File: config.mk
export PLATFORM = sky130hd
export DESIGN_NAME = peak_finder
export DESIGN_NICKNAME = d
export VERILOG_FILES = /design/src/rtl/peak_finder.sv
export SDC_FILE = /design/constraint.sdc
export NUM_CORES = 1
export LEC_CHECK = 0
export ABC_AREA = 1
export BUFFER_PORTS_ARGS = -buffer_cell sky130_fd_sc_hd__buf_2
export CORE_MARGIN = 3
export CORE_UTILIZATION = 58
export DETAILED_ROUTE_END_ITERATION = 8
export PLACE_DENSITY = 0.91
export SKIP_CTS_REPAIR_TIMING = 1
export SLEW_MARGIN = 30
export SYNTH_ARGS = -nofsm -noshare
export SYNTH_HDL_FRONTEND = slang
export SYNTH_SLANG_ARGS = --single-unit
File: constraint.sdc
create_clock -name clk -period 3.9 [get_ports clk]
set_input_delay 0.39 -clock clk [delete_from_list [all_inputs] [get_ports clk]]
set_output_delay 0.39 -clock clk [all_outputs]
set_load 0.02 [all_outputs]
File: src/rtl/peak_finder.sv
// Peak finder for the trapezoidal shaper output: threshold trigger, flat-top
// maximum tracking, and one event per pulse with pile-up / over-length flags.
module peak_finder #(
  parameter int unsigned DATA_W  = 20,
  parameter int unsigned TS_W    = 16,
  parameter int unsigned HYST    = 8,
  parameter int unsigned MAX_LEN = 64,
  parameter int unsigned HOLDOFF = 16
) (
  input  logic                     clk,
  input  logic                     reset,
  input  logic signed [DATA_W-1:0] input_data,
  input  logic signed [DATA_W-1:0] thr,
  output logic signed [DATA_W-1:0] peak_amp,
  output logic [TS_W-1:0]          peak_time,
  output logic                     peak_valid,
  output logic                     pile_up,
  output logic                     over_len,
  output logic                     busy
);

  localparam int unsigned LEN_W  = (MAX_LEN > 1) ? $clog2(MAX_LEN) : 1;
  localparam int unsigned HCNT_W = $clog2(HOLDOFF + 1);

  typedef enum logic [1:0] {
    IDLE = 2'd0,
    RISE = 2'd1,
    HOLD = 2'd2
  } state_t;

  state_t                     state_q, state_d;
  logic [TS_W-1:0]            ts_q, tmax_q, tmax_d, time_d;
  logic signed [DATA_W-1:0]   max_q, max_d, amp_d;
  logic [LEN_W-1:0]           len_q, len_d;
  logic [HCNT_W-1:0]          hcnt_q, hcnt_d;
  logic                       fell_q, fell_d, dbl_q, dbl_d, pend_q, pend_d;
  logic                       valid_d, pile_d, ovl_d;
  logic                       above_c, drop_c, start_c, emit_c, force_c;
  logic signed [DATA_W:0]     floor_c;

  // One extra bit so max-HYST cannot wrap near the negative rail
  assign floor_c = $signed({max_q[DATA_W-1], max_q}) - $signed((DATA_W+1)'(HYST));
  assign drop_c  = $signed({input_data[DATA_W-1], input_data}) < floor_c;
  assign above_c = input_data > thr;

  always_comb begin
    state_d = state_q;
    max_d   = max_q;
    tmax_d  = tmax_q;
    len_d   = len_q;
    hcnt_d  = hcnt_q;
    fell_d  = fell_q;
    dbl_d   = dbl_q;
    pend_d  = pend_q;
    amp_d   = peak_amp;
    time_d  = peak_time;
    valid_d = 1'b0;
    pile_d  = 1'b0;
    ovl_d   = 1'b0;
    start_c = 1'b0;
    emit_c  = 1'b0;
    force_c = 1'b0;

    case (state_q)
      IDLE: start_c = above_c;
      RISE: begin
        if (input_data > max_q) begin
          max_d  = input_data;
          tmax_d = ts_q;
          if (fell_q) dbl_d = 1'b1;
        end
        if (drop_c) fell_d = 1'b1;
        if (!above_c) begin
          emit_c = 1'b1;
        end else if (len_q == LEN_W'(MAX_LEN - 1)) begin
          emit_c  = 1'b1;
          force_c = 1'b1;
        end else begin
          len_d = len_q + LEN_W'(1);
        end
      end
      HOLD: begin
        // Dead time first, then the next sample decides restart vs idle
        if (hcnt_q == HCNT_W'(HOLDOFF)) begin
          if (above_c) begin
            start_c = 1'b1;
          end else begin
            state_d = IDLE;
            pend_d  = 1'b0;
          end
        end else begin
          hcnt_d = hcnt_q + HCNT_W'(1);
          if (above_c) pend_d = 1'b1;
        end
      end
      default: state_d = IDLE;
    endcase

    if (start_c) begin
      state_d = RISE;
      max_d   = input_data;
      tmax_d  = ts_q;
      len_d   = LEN_W'(1);
      fell_d  = 1'b0;
      dbl_d   = 1'b0;
    end

    if (emit_c) begin
      state_d = HOLD;
      amp_d   = max_q;
      time_d  = tmax_q;
      pile_d  = dbl_q | pend_q;
      ovl_d   = force_c;
      valid_d = 1'b1;
      pend_d  = 1'b0;
      hcnt_d  = '0;
    end
  end

  always_ff @(posedge clk) begin
    if (reset) begin
      state_q    <= IDLE;
      ts_q       <= '0;
      max_q      <= '0;
      tmax_q     <= '0;
      len_q      <= '0;
      hcnt_q     <= '0;
      fell_q     <= 1'b0;
      dbl_q      <= 1'b0;
      pend_q     <= 1'b0;
      peak_amp   <= '0;
      peak_time  <= '0;
      peak_valid <= 1'b0;
      pile_up    <= 1'b0;
      over_len   <= 1'b0;
      busy       <= 1'b0;
    end else begin
      state_q    <= state_d;
      ts_q       <= ts_q + TS_W'(1);
      max_q      <= max_d;
      tmax_q     <= tmax_d;
      len_q      <= len_d;
      hcnt_q     <= hcnt_d;
      fell_q     <= fell_d;
      dbl_q      <= dbl_d;
      pend_q     <= pend_d;
      peak_amp   <= amp_d;
      peak_time  <= time_d;
      peak_valid <= valid_d;
      pile_up    <= pile_d;
      over_len   <= ovl_d;
      busy       <= (state_d != IDLE);
    end
  end

endmodule

=== Word-level counts from Yosys, hierarchy flattened ===
Cells that the tools add are included.
Widths: inputs -> output; s select.

* Bits in registers: 108
* Bits of input ports: 42
* Output and inout port bits: 40
* Word-level logic and storage cells: 78

* Add/sub/neg operators: 4
* Order comparisons: 3
* Equality and inequality tests: 6
* Multiplexer cells: 25
* Bitwise logic cells: 6
* Reductions and logical operators: 18

{| class="wikitable"
|+ Operators with widths
! kind !! count
|-
| $mux 20 || 3
|-
| $mux 16 || 3
|-
| $gt 20x20->1 || 2
|-
| $lt 20x21->1 || 1
|-
| $sub 20x5->21 const B || 1
|-
| $add 16x1->16 const B || 1
|-
| $mux 1 || 13
|-
| $reduce_and 3->1 || 4
|-
| $reduce_bool 2->1 || 5
|-
| $mux 2 || 4
|-
| $reduce_or 2->1 || 4
|-
| $add 6x1->6 const B || 1
|-
| $eq 6x6->1 const B || 1
|-
| $reduce_and 2->1 || 3
|-
| $add 5x1->5 const B || 1
|-
| $eq 5x5->1 const B || 1
|-
| $not 1->1 || 5
|-
| $ne 2x2->1 const B || 2
|-
| $pmux 2 s2 || 1
|-
| $reduce_or 4->1 || 1
|-
| $eq 2x1->1 const B || 1
|-
| $eq 2x2->1 const B || 1
|-
| $logic_not 2->1 || 1
|-
| $pmux 1 s2 || 1
|-
| $or 1x1->1 || 1
|}

=== Depth between registers and ports, before layout ===
Gate-level depths: netlist of run 1.

* Depth after elaboration: 7
* Gate-level depth with buffers: 22
* Mapped depth without buffers: 21

=== Worst setup path after synthesis of run 1 ===
OpenSTA, ideal clock, no wires.

* Path type: register to register
* Start point: reg max_q[3]
* End point: reg fell_q
* Library setup time: 0.123 ns
* Arrival: 2.852 ns
* Data required time: 3.777 ns
* Setup slack: 0.925 ns
* Cell stages (with the launch flop): 21
* Buffers on the path: 0
* Period minus slack after synthesis: 2.975 ns
* Path through: dfxtp_1 inv_1 ha_1 nand2_1 nor3_1 nand2_1 nor4_1 nand2_1 nor3_2 nand2_1 xor2_1 ha_1 nand2_1 nor2_1 nand4_1 nor4_1 o21ai_0 nand3_1 nand2_1 nand3_1 a21oi_1

* Cells in the longest elaborated chain, start to end: 3

{| class="wikitable"
|+ RTL lines
! what !! RTL line !! text
|-
| start: declaration || 33 || <nowiki>logic signed [DATA_W-1:0] max_q, max_d, amp_d;</nowiki>
|-
| start signal: assignment || 140 || <nowiki>max_q <= max_d;</nowiki>
|-
| $sub 20x5->21 || 42 || <nowiki>assign floor_c = $signed({max_q[DATA_W-1], max_q}) - $signed((DATA_W+1)'(HYST));</nowiki>
|-
| $lt 20x21->1 || 43 || <nowiki>assign drop_c = $signed({input_data[DATA_W-1], input_data}) < floor_c;</nowiki>
|-
| $reduce_and 2->1 (no source line) || - ||
|-
| end signal: assignment || 144 || <nowiki>fell_q <= fell_d;</nowiki>
|-
| end: declaration || 36 || <nowiki>logic fell_q, fell_d, dbl_q, dbl_d, pend_q, pend_d;</nowiki>
|}

Every way passes these cells.
A chain may end at the register's enable or synchronous reset.

=== Final worst setup path of run 1 ===
Same ends and word-level chain as after synthesis.

==> results of run 1 <==
## registers in the layout, indices dropped and copies added, names as in the netlist, 2 cells and up
| name | flops |
|---|---|
| hcnt_q | 5 |
| len_q | 6 |
| max_q | 20 |
| peak_amp | 20 |
| peak_time | 16 |
| state_q | 2 |
| tmax_q | 16 |
| ts_q | 16 |
## layer usage
metal | track usage | wire length (µm)
met4 | 0.0848 | 301
met2 | 0.399 | 6240
met5 | 0 | 0
met3 | 0.0337 | 633
met1 | 0.298 | 6020
## worst paths after layout
| path | depth (start not counted) | endpoint |
|---|---|---|
| min | 2 | ts_q[4] |
| min reg2reg | 2 | peak_time[15] |
| max | 20 | fell_q |
| max reg2reg | 20 | fell_q |
## cell usage after synthesis, types with 3 or more instances
cell type / n
nor3_1: 9
buf_6: 5
clkbuf_1: 6
nor4_1: 4
dfxtp_1: 108
nor2_1: 129
nand4_1: 18
buf_2: 6
buf_4: 4
inv_1: 118
o21ai_2: 3
nand2_1: 199
xor2_1: 17
a21oi_1: 38
nand3_1: 44
nand3_2: 14
ha_1: 64
nand2_2: 7
o21ai_0: 35
a21o_1: 4
## area by class of cell
cell class	count	area (µm²)
clock buffers	9	124
fillers	789	3200
well taps	133	166
flip-flops and latches	108	2160
multi-input cells	602	3330
inverters	121	454
clock inverters	7	91.3
repair buffers	87	475
## report_power, final
| part | leakage (µW) | internal, µW | switching (µW) |
|---|---|---|---|
| sequential | 0.000881 | 1240 | 103 |
| combinational | 0.00253 | 421 | 710 |
| clock | 0.000106 | 314 | 429 |
| total | 0.00352 | 1970 | 1240 |
## worst reg2reg max path: cells and delay by family, from the launching register on
| family | cells | cell delay (ns) |
|---|---|---|
| AOI/OAI and AO/OA | 2 | 0.23 |
| xor gates and xnor gates | 1 | 0.15 |
| adders and majority gates | 2 | 0.47 |
| buffers and inverters | 1 | 0.13 |
| DFF | 1 | 0.37 |
| and+or+nand+nor | 14 | 1.99 |
## metrics by stage
stage,instance area (µm²),utilization
global route,6800,0.680
global placement,6590,0.659
CTS,6800,0.680
detailed placement,6590,0.659
finish,6800,0.680
floorplan,6120,-
## cells by family after synthesis
family | count (synthesis) | synth area share
AO/OA/AOI/OAI | 86 | 0.0754
XOR/XNOR | 19 | 0.0272
adder cells (fa/ha/maj) | 64 | 0.131
buffers and inverters | 144 | 0.103
flip-flops | 108 | 0.353
AND/OR/NAND/NOR | 433 | 0.311
==> qor.yml, run 1 <==
detailed_routing:
  dr.first_iter.drc_count: 296
  ant_nets: 0
  drc: 0
  dr.pass1.iters: 5
  wl_per_cell_um: 12.4
  vias: 5490
  wl_mm: 13.2
  routed_via_density: 5.15
setup_path:
  max_stage_delay_ns: 0.37
  cp_top_family: "simple AND/OR/NAND/NOR gates"
  crit_path_start: "max_q[3]"
  path_buf_inv: 1
  crit_type: "reg2reg"
  startpoint_type: "flip-flop"
  cp.arrival_ns: 3.73
  endpoint_kind: "flip-flop"
  critPathMaxFanout: 5
  r2r-start: "max_q[3]"
  crit_path_frequent_cell: "nand2_1"
  cp.required_ns: 4.17
  reg2reg_slack_ns: 0.44
  slowest_stage: "dfxtp_1"
  path_cells: "inv_1 -> ha_1 -> nand2_1 -> nor3_1 -> nand2_1 -> nor4_1 -> nand2_1 -> nor3_2 -> nand2_1 -> xor2_1 -> ha_1 -> nand2_1 -> nor2_1 -> nand4_1 -> nor4_1 -> o21ai_0 -> nand3_1 -> nand2_1 -> nand3_1 -> a21oi_1"
final_layout:
  synthToLayoutAreaGrowth_pct: 11.2
  layout_common_cells: "nand2_1, nor2_1, inv_1"
  diodes: 0
  layoutNonFillerInstCount: 1067
  layout-drive-gt1-share: 0.148
  final_common_cell: "nand2_1"
  fin_nets: 1035
outcome:
  status: "complete, no violations"
floorplan:
  die_w_um: 109
  io_pins: 82
  start_util: 0.612
  coreArea_um2: 10000
  die_area_um2: 11800
  die_y_um: 109
  fp-row-count: 36
clock_network:
  clk_path_buf_depth: 2
  cts_buffers: 9
  worstSkewPairLatency_ns: 0.39
  root_buffer: "clkbuf_8"
  cts_tree: "yes"
  clock_sinks: 108
  path_clk_slew_ns: 0.12
  h-tree-depth: 3
placement:
  place_congestion: 0.935
  dpl.cell_count: 1051
  portBuffers: 81
  preCtsSetupSlack_ns: 0.509
  place_hpwl_mm: 10.0
grt:
  grt_max_degree: 47
  grt_pass1_vias: 5058
  overflow: 0
  antenna_found_initial: 0
  grt_pass1_wl_mm: 22.4
  grt_usage: 0.233
pwr:
  report.power.total_uw: 3210
  peakVddDrop_uv: 258
  power_density_nw_per_um2: 472
  total_leakage_power_uw: 0.00352
timing:
  holdWs_ns: 0.267
  max_freq_mhz: 289
  worst_slack_ns: 0.441
  setup-tns-final_ns: 0
  clock_skew_ns: 0.0147
  setup_viol_count_final: 0
  relSlewSlack: 0.624
  hold_violations: 0
  finalCritPeriodShare: 0.887
  worstMarginPinSlew_ns: 0.564
  rsz0062_at_grt: "no"
  slew_viol_final: 0
  period_minus_slack_ns: 3.46
worst_hold_path:
  hold_start: "reset"
  min_path_type: "in2reg"
yosys:
  synth_seq_cells: 108
  ys.flop_type: "dfxtp_1"
  netlist_instances: 854
  syn_area_um2: 6120
  ys_types: 35
  synth_top_area_frac: 0.353
  seq_area_frac_synth: 0.353
  synthArstFlopShare: 0
  syn_nets: 960
  yosysWarnings: 0
  syn_avg_cell_area_um2: 7.17
  yosysTopAreaCell: "dfxtp_1"
  synth_edf_count: 0
  ys_top_cells_by_area: "dfxtp_1, ha_1, nand2_1, nor2_1, inv_1"
run:
  cap_violations: 0
Note: power is estimated with default switching activity, not from simulation.
==> run 2, diff against run 1 <==
--- a/config.mk
+++ b/config.mk
@@ -10,6 +10,7 @@
 export CORE_MARGIN = 3
 export CORE_UTILIZATION = 58
 export DETAILED_ROUTE_END_ITERATION = 8
+export MAX_ROUTING_LAYER = met4
 export PLACE_DENSITY = 0.91
 export SKIP_CTS_REPAIR_TIMING = 1
 export SLEW_MARGIN = 30
==> qor.yml, run 2 (synthesis results as in run 1) <==
outcome:
  status: "complete, no violations"
timing:
  worst_slack_ns: 0.441
  setup_viol_count_final: 0
  hold_violations: 0
  clock_skew_ns: 0.0133
  rsz0062_at_grt: "no"
  worstMarginPinSlew_ns: 0.560
  max_freq_mhz: 289
  holdWs_ns: 0.270
  relSlewSlack: 0.627
  slew_viol_final: 0
  setup-tns-final_ns: 0
  finalCritPeriodShare: 0.887
  period_minus_slack_ns: 3.46
floorplan:
  die_w_um: 109
  fp-row-count: 36
  die_area_um2: 11800
  start_util: 0.612
  io_pins: 82
  coreArea_um2: 10000
  die_y_um: 109
clock_network:
  cts_tree: "yes"
  path_clk_slew_ns: 0.12
  cts_buffers: 9
  h-tree-depth: 3
  root_buffer: "clkbuf_8"
  clk_path_buf_depth: 2
  clock_sinks: 108
  worstSkewPairLatency_ns: 0.38
worst_hold_path:
  min_to: "ts_q[4]"
  min_path_cells: 2
  min_path_type: "in2reg"
  hold_start: "reset"
run:
  cap_violations: 0
detailed_routing:
  drc: 0
  routed_via_density: 5.15
  wl_mm: 13.2
  dr.pass1.iters: 5
  ant_nets: 0
  wl_per_cell_um: 12.3
  vias: 5498
  dr.first_iter.drc_count: 300
grt:
  grt_usage: 0.240
  antenna_found_initial: 0
  met2_usage: 0.401
  met3_usage: 0.0320
  overflow: 0
  globalRoute.busiestLayer: "met2"
  grt_pass1_vias: 5063
  grt_pass1_wl_mm: 22.4
  met1_usage: 0.298
  grt_max_degree: 47
placement:
  place_congestion: 0.952
  place_hpwl_mm: 10.0
  portBuffers: 81
  preCtsSetupSlack_ns: 0.509
final_layout:
  layout-drive-gt1-share: 0.148
  fin_nets: 1035
  synthToLayoutAreaGrowth_pct: 11.2
  final_common_cell: "nand2_1"
  fin_util: 0.680
  reg_top3: "max_q (20), peak_amp (20)"
  fillers: 789
  diodes: 0
  layout_common_cells: "nand2_1, nor2_1, inv_1"
setup_path:
  endpoint_kind: "flip-flop"
  startpoint_type: "flip-flop"
  reg2reg_slack_ns: 0.44
  crit_type: "reg2reg"
  r2r_cells: 20
  r2r-end: "fell_q"
  critPathMaxFanout: 5
  cp.arrival_ns: 3.73
  r2r-start: "max_q[3]"
  cp.required_ns: 4.17
pwr:
  peakVddDrop_uv: 258
  total_leakage_power_uw: 0.00352
  power_density_nw_per_um2: 472
==> run 2: area by class of cell <==
| type | instances | area, µm² | area share |
|---|---|---|---|
| Multi-Input combinational cell | 602 | 3330 | 0.490 |
| Sequential cell | 108 | 2160 | 0.318 |
| Timing Repair Buffer | 87 | 475 | 0.0699 |
| Inverter | 121 | 454 | 0.0668 |
| Tap cell | 133 | 166 | 0.0245 |
| Clock buffer | 9 | 124 | 0.0182 |
| Clock inverter | 7 | 91.3 | 0.0134 |
==> run 2: layer usage <==
layer | wire length [µm] | vias to the layer above
li1 | - | 2855
met2 | 6260 | 145
met5 | 0 | -
met4 | 316 | 0
met1 | 5930 | 2471
met3 | 665 | 27
==> run 2: worst max-delay path by stage <==
stage | slack (ns) | cells past startpoint | start | endpoint
after detailed placement | 0.51 | 20 | max_q[3] | fell_q
after global placement | 0.70 | 20 | max_q[3] | fell_q
after floorplan | 0.93 | 20 | max_q[3] | fell_q
final | 0.44 | 20 | max_q[3] | fell_q
after global routing | 0.01 | 19 | max_q[3] | fell_q
after CTS | 0.48 | 20 | max_q[3] | fell_q
==> run 2: where the power goes <==
group	internal [µW]	switching [µW]
logic	421	709
clock network	314	426
registers	1240	103
total	1970	1240
==> run 2: critical path, stage by stage, from the launching register on <==
cell and delay (ns):
dfxtp_1 0.36, inv_1 0.13, ha_1 0.20, nand2_1 0.09, nor3_1 0.28, nand2_1 0.14
nor4_1 0.32, nand2_1 0.17, nor3_2 0.18, nand2_1 0.09, xor2_1 0.15, ha_1 0.28
nand2_1 0.06, nor2_1 0.14, nand4_1 0.12, nor4_1 0.17, o21ai_0 0.17, nand3_1 0.11
nand2_1 0.06, nand3_1 0.06, a21oi_1 0.06
==> run 2: per-stage QoR <==
| stage | total power (µW) | std cells | area, µm² |
|---|---|---|---|
| after global placement | 2440 | 1051 | 6590 |
| after global routing | 3460 | 1067 | 6800 |
| after detailed placement | 2480 | 1051 | 6590 |
| after floorplan | 2240 | 854 | 6120 |
| after CTS | 3210 | 1067 | 6800 |
| final | 3210 | 1067 | 6800 |
